$ cat src/rtl/bounce_gen_pkg.sv
// rtl/bounce_gen_pkg.sv - shared types, constants and LFSR step for the bounce generator
package bounce_gen_pkg;

    localparam int LFSR_W = 16;
    localparam logic [LFSR_W-1:0] LFSR_TAPS = 16'hB400;

    typedef enum logic [1:0] {
        IDLE   = 2'd0,
        BOUNCE = 2'd1,
        SETTLE = 2'd2
    } state_e;

    // One step of a right-shifting Galois LFSR
    function automatic logic [LFSR_W-1:0] lfsr_next(input logic [LFSR_W-1:0] cur);
        return (cur >> 1) ^ (cur[0] ? LFSR_TAPS : '0);
    endfunction

endpackage

$ cat src/rtl/lfsr16.sv
// rtl/lfsr16.sv - free-running 16-bit Galois LFSR, reusable by stimulus blocks
module lfsr16
    import bounce_gen_pkg::*;
#(
    parameter logic [15:0] SEED = 16'hACE1
) (
    input  logic        clk,
    input  logic        rst_n,
    output logic [15:0] state_o
);

    // An all-zero state would lock the LFSR, so substitute 1
    localparam logic [15:0] SEED_EFF = (SEED == 16'h0000) ? 16'h0001 : SEED;

    logic [15:0] state_q;

    // Advance every cycle; reset reloads the seed
    always_ff @(posedge clk or negedge rst_n) begin
        if (!rst_n) begin
            state_q <= SEED_EFF;
        end else begin
            state_q <= lfsr_next(state_q);
        end
    end

    assign state_o = state_q;

endmodule

$ cat src/rtl/bounce_generator.sv
// rtl/bounce_generator.sv - bouncy button waveform source; BOUNCE_GEN_STATS_EN adds edge_total
module bounce_generator
    import bounce_gen_pkg::*;
#(
    parameter int          BOUNCE_TICKS = 50,
    parameter int          MAX_GLITCHES = 8,
    parameter logic [15:0] LFSR_SEED    = 16'hACE1,
    localparam int         GC_W         = (MAX_GLITCHES > 0) ? $clog2(MAX_GLITCHES + 1) : 1
) (
    input  logic            clk,
    input  logic            rst_n,
    input  logic            cmd_valid,
    input  logic            cmd_level,
    output logic            cmd_ready,
    output logic            button_out,
    output logic            busy,
    output logic            settled,
    output logic [GC_W-1:0] glitch_count
`ifdef BOUNCE_GEN_STATS_EN
    ,
    output logic [15:0]     edge_total
`endif
);

    localparam int              CNT_W  = $clog2(BOUNCE_TICKS);
    localparam logic [GC_W-1:0] GC_MAX = GC_W'(MAX_GLITCHES);

    state_e           state_q, state_d;
    logic [CNT_W-1:0] cnt_q, cnt_d;
    logic [GC_W-1:0]  gc_q, gc_d;
    logic             btn_q, btn_d;
    logic             target_q, target_d;
    logic             same_q, same_d;
    logic [15:0]      lfsr_state;
    logic             unused_lfsr_hi;

    lfsr16 #(.SEED(LFSR_SEED)) u_lfsr (
        .clk    (clk),
        .rst_n  (rst_n),
        .state_o(lfsr_state)
    );

    // Only the low bits pick glitch cycles
    assign unused_lfsr_hi = ^lfsr_state[15:3];

    // Next-state: accept in IDLE, random glitches in BOUNCE, forced final level on the last tick
    always_comb begin
        state_d  = state_q;
        cnt_d    = cnt_q;
        gc_d     = gc_q;
        btn_d    = btn_q;
        target_d = target_q;
        same_d   = 1'b0;
        unique case (state_q)
            IDLE: begin
                if (cmd_valid) begin
                    gc_d = '0;
                    if (cmd_level != btn_q) begin
                        btn_d    = cmd_level;
                        target_d = cmd_level;
                        cnt_d    = CNT_W'(BOUNCE_TICKS - 1);
                        state_d  = BOUNCE;
                    end else begin
                        same_d = 1'b1;
                    end
                end
            end
            BOUNCE: begin
                cnt_d = cnt_q - 1'b1;
                if (cnt_q == CNT_W'(1)) begin
                    btn_d   = target_q;
                    state_d = SETTLE;
                end else if (lfsr_state[2:0] == 3'b000 && gc_q != GC_MAX) begin
                    btn_d = ~btn_q;
                    gc_d  = gc_q + 1'b1;
                end
            end
            SETTLE: begin
                state_d = IDLE;
            end
            default: begin
                state_d = IDLE;
            end
        endcase
    end

    // State registers
    always_ff @(posedge clk or negedge rst_n) begin
        if (!rst_n) begin
            state_q  <= IDLE;
            cnt_q    <= '0;
            gc_q     <= '0;
            btn_q    <= 1'b0;
            target_q <= 1'b0;
            same_q   <= 1'b0;
        end else begin
            state_q  <= state_d;
            cnt_q    <= cnt_d;
            gc_q     <= gc_d;
            btn_q    <= btn_d;
            target_q <= target_d;
            same_q   <= same_d;
        end
    end

    assign cmd_ready    = (state_q == IDLE);
    assign busy         = (state_q == BOUNCE);
    assign settled      = (state_q == SETTLE) || same_q;
    assign button_out   = btn_q;
    assign glitch_count = gc_q;

`ifdef BOUNCE_GEN_STATS_EN
    logic [15:0] edge_q;

    // Count every output toggle, forced or glitch, saturating
    always_ff @(posedge clk or negedge rst_n) begin
        if (!rst_n) begin
            edge_q <= '0;
        end else if (btn_d != btn_q && edge_q != 16'hFFFF) begin
            edge_q <= edge_q + 16'd1;
        end
    end

    assign edge_total = edge_q;
`endif

endmodule

$ cat config.mk
export PLATFORM = sky130hd
export DESIGN_NAME = bounce_generator
export DESIGN_NICKNAME = d
export VERILOG_FILES = /design/src/rtl/bounce_gen_pkg.sv /design/src/rtl/lfsr16.sv /design/src/rtl/bounce_generator.sv
export SDC_FILE = /design/constraint.sdc
export NUM_CORES = 1
export LEC_CHECK = 0
export CORE_MARGIN = 3
export CORE_UTILIZATION = 50
export DETAILED_ROUTE_END_ITERATION = 10
export GPL_TIMING_DRIVEN = 0
export HOLD_SLACK_MARGIN = 0.15
export PLACE_DENSITY = 0.74
export SLEW_MARGIN = 25
export SYNTH_ARGS = -nofsm -noshare
export SYNTH_HDL_FRONTEND = slang
export SYNTH_SLANG_ARGS = --single-unit
$ cat constraint.sdc
create_clock -name clk -period 1.7 [get_ports clk]
set_input_delay 0.17 -clock clk [delete_from_list [all_inputs] [get_ports clk]]
set_output_delay 0.17 -clock clk [all_outputs]
set_load 0.03 [all_outputs]
==> impl_metrics.tcl <==
set metrics [dict create \
    crit_chain "inv_1 -> ha_1 -> and3b_1 -> nor4_4 -> and3_4 -> mux2i_1" \
    grt_max_degree 32 \
    synth_top_area_share_pct 44.2 \
    crit_type "flip-flop to flip-flop" \
    die_area_sq_um 3250 \
    grt_pass1_vias 831 \
    dr.pass1.iters 4 \
    grt_usage_pct 15.6 \
    ant_nets 0 \
    critPathCaptureType "flip-flop" \
    synth_area_leaders "dfrtp_1 44%, dfstp_2 16%, ha_1 3.8%, inv_1 3.2%, nand2_1 2.9%" \
    p_leak_nw 0.736 \
    std_cell_rows 17 \
    ys_seq_area_share_pct 60.3 \
    drive_above_1_share_pct 25.2 \
    vias 845 \
    synthDistinctLibCells 33 \
    n_antenna_cell 0 \
    crit_fanout 6 \
    arrival_ns 1.90 \
    clock-sinks 31 \
    fin_worst_skew_ns 0.00690 \
    p_int_mw 1.54 \
    hold_ws_ns 0.363 \
    fmax_mhz 606 \
    synth_area_per_cell_sq_um 11.9 \
    placeableCoreArea_sq_um 2340 \
    setup_viol 0 \
    peakVddDrop_v 0.00114 \
    p_seq_share_pct 40.5 \
    rsz0062_at_grt "yes" \
    ys.flop_type "dfrtp_1" \
    htree_levels 2 \
    drtIter0Drc 12 \
    max_stage_delay_ns 0.42 \
    synth_edf_count 0 \
    clock_path_buffers 2 \
    tightestPinTransition_ns 0.645 \
    cts_inserted_buffers 5 \
    async_flop_share_pct 100 \
    post-route-period-util_pct 97.1 \
    powerDensity_nw_per_um2 1690 \
    initial_utilization_pct 55.7 \
    avgRoutedWirePerCell_um 13.7 \
    worstSkewPairLatency_ns 0.33 \
    finalPower_mw 2.58 \
    crit_slowest_cell "dfrtp_2" \
    synth_area_sq_um 1300 \
    power_frac_comb_pct 43.4 \
    syn_nets 117 \
    pin_count 12 \
    hold_path.class "flip-flop to flip-flop" \
    syn_to_final_growth_pct 17.2 \
    period_needed_ns 1.65 \
    sw_frac_of_total_pct 40.4 \
    path_clk_slew_ns 0.10 \
    cp-start-kind "flip-flop" \
    ys_ff_latch 31 \
    nets 138 \
    drt-total-wl_um 2180 \
    netlist_instances 109 \
    grt-ovfl-total 0 \
    vias_per_cell 5.31 \
    antenna_found_initial 0 \
    cts_tree "built" \
    outcome "finished clean" \
    drc_errors 0 \
    die_h_um 57.0 \
    fillCellCount 200 \
    maxSlewViolCount 0 \
    grt_pass1_wl_um 3770 \
    required_ns 1.95 \
    die_w_um 57.0 \
    clkPwrFrac_pct 16.1 \
    relSlewSlack_pct 57.0 \
    ys_warn_count 0 \
    routabilityCongestion 0.807 \
    io_buffers 11 \
    root_buffer "clkbuf_4" \
    p_sw_mw 1.04 \
    synth_area_leader_cell "dfrtp_1" \
    finalHoldViolations 0 \
    maxCapViolCount 0 \
]
==> registers in the layout, indices dropped and copies added (netlist names) <==
signal,flops
cnt_q,6
target_q,1
glitch_count,4
same_q,1
u_lfsr.state_o,16
button_out,1
state_q,2
==> cells in the mapped netlist, types with 2 or more instances <==
library cell	number
dfrtp_1	23
o22ai_1	2
mux2i_1	3
xor2_1	3
nand2_1	10
ha_1	4
a31oi_1	2
or3_1	5
nand3_1	4
nor3_1	2
inv_1	11
dfstp_2	8
nor2_1	6
o21ai_0	7
==> layout make-up <==
class	count	area (sq um)	share of cell area, %
plain buffers	2	12.5	0.820
well taps	28	35.0	2.30
multi-input cells	65	470	30.8
inverters	11	41.3	2.70
repair buffers	14	123	8.03
flip-flops and latches	31	787	51.6
clock buffers	5	37.5	2.46
clock inverters	3	20.0	1.31
==> cell usage in the layout, fill, tap and decap left out, types with 2 or more instances in the layout <==
cell type        count
dfrtp_1             22
a31oi_1              2
nor3_1               2
clkbuf_4             5
buf_4                3
buf_2                3
o21ai_0              7
xor2_1               3
nand3_1              4
inv_1                9
dlygate4sd2_1        2
inv_2                2
ha_1                 4
mux2i_1              3
or3_1                5
nor2_1               6
nand2_1              9
o22ai_1              2
dfstp_2              8
clkdlybuf4s50_1      7
clkinvlp_4           2
==> cells by family after synthesis <==
group / after synthesis / synth area share (%)
AND/OR/NAND/NOR: 36 / 16.0
AO/OA/AOI/OAI: 17 / 9.41
adder cells (fa/ha/maj): 4 / 3.84
multiplexers: 3 / 2.31
flip-flops: 31 / 60.3
XOR/XNOR: 5 / 3.94
buffers and inverters: 13 / 4.13
==> layer usage <==
metal  vias up  global-route usage [%]  routed length [um]
li1        413                       -                   -
met1       414                    19.6                 989
met2        16                    22.5                1060
met3         2                    7.01                 108
met4         0                    8.61                  25
met5         -                       0                   0
==> per-stage QoR <==
step	cell area (sq um)	setup slack, ns	utilization, %	TNS [ns]	cells
after floorplan	1300	0.00509	-	0	109
after global placement	1450	-0.150	61.9	-0.686	148
after detailed placement	1440	-0.168	61.7	-0.633	148
after CTS	1510	0.00447	64.6	0	157
after global routing	1530	-0.0399	65.2	-0.0600	159
final	1530	0.0492	65.2	0	159
==> worst paths after layout <==
path                                    from           endpoint  slack [ns]  depth (start not counted)
min                        u_lfsr.state_o[8]  u_lfsr.state_o[7]        0.36                          0
max reg2reg                  glitch_count[0]    glitch_count[0]        0.05                          6
min in group asynchronous              rst_n           cnt_q[2]        0.38                          2
max in group asynchronous              rst_n    glitch_count[0]        0.85                          2
min reg2reg                u_lfsr.state_o[8]  u_lfsr.state_o[7]        0.36                          0
max                          glitch_count[0]    glitch_count[0]        0.05                          6
==> power by group through the flow <==
stage	logic (mW)	registers (mW)	clock network [mW]
2_1_floorplan	0.662	1.14	0
3_3_place_gp	1.05	1.04	0
3_5_place_dp	1.09	1.06	0
4_1_cts	1.09	1.05	0.433
5_1_grt	1.23	1.07	0.473
6_report	1.12	1.04	0.415
==> what timing repair did <==
item                                   CTS  global route
setup endpoints to repair                3             4
hold buffers                             1             0
resized for setup                        9             3
endpoints found under the hold margin   23             0
cloned                                   0             0
setup buffers                            0             2
==> worst max-delay path: cells and delay by family (launching register included) <==
kind	cells	cell delay [ns]
buffers and inverters	1	0.06
flip-flops	1	0.42
adder cells (fa/ha/maj)	1	0.19
multiplexers	1	0.21
AND/OR/NAND/NOR	3	0.70
(Power assumes the default switching activity.)
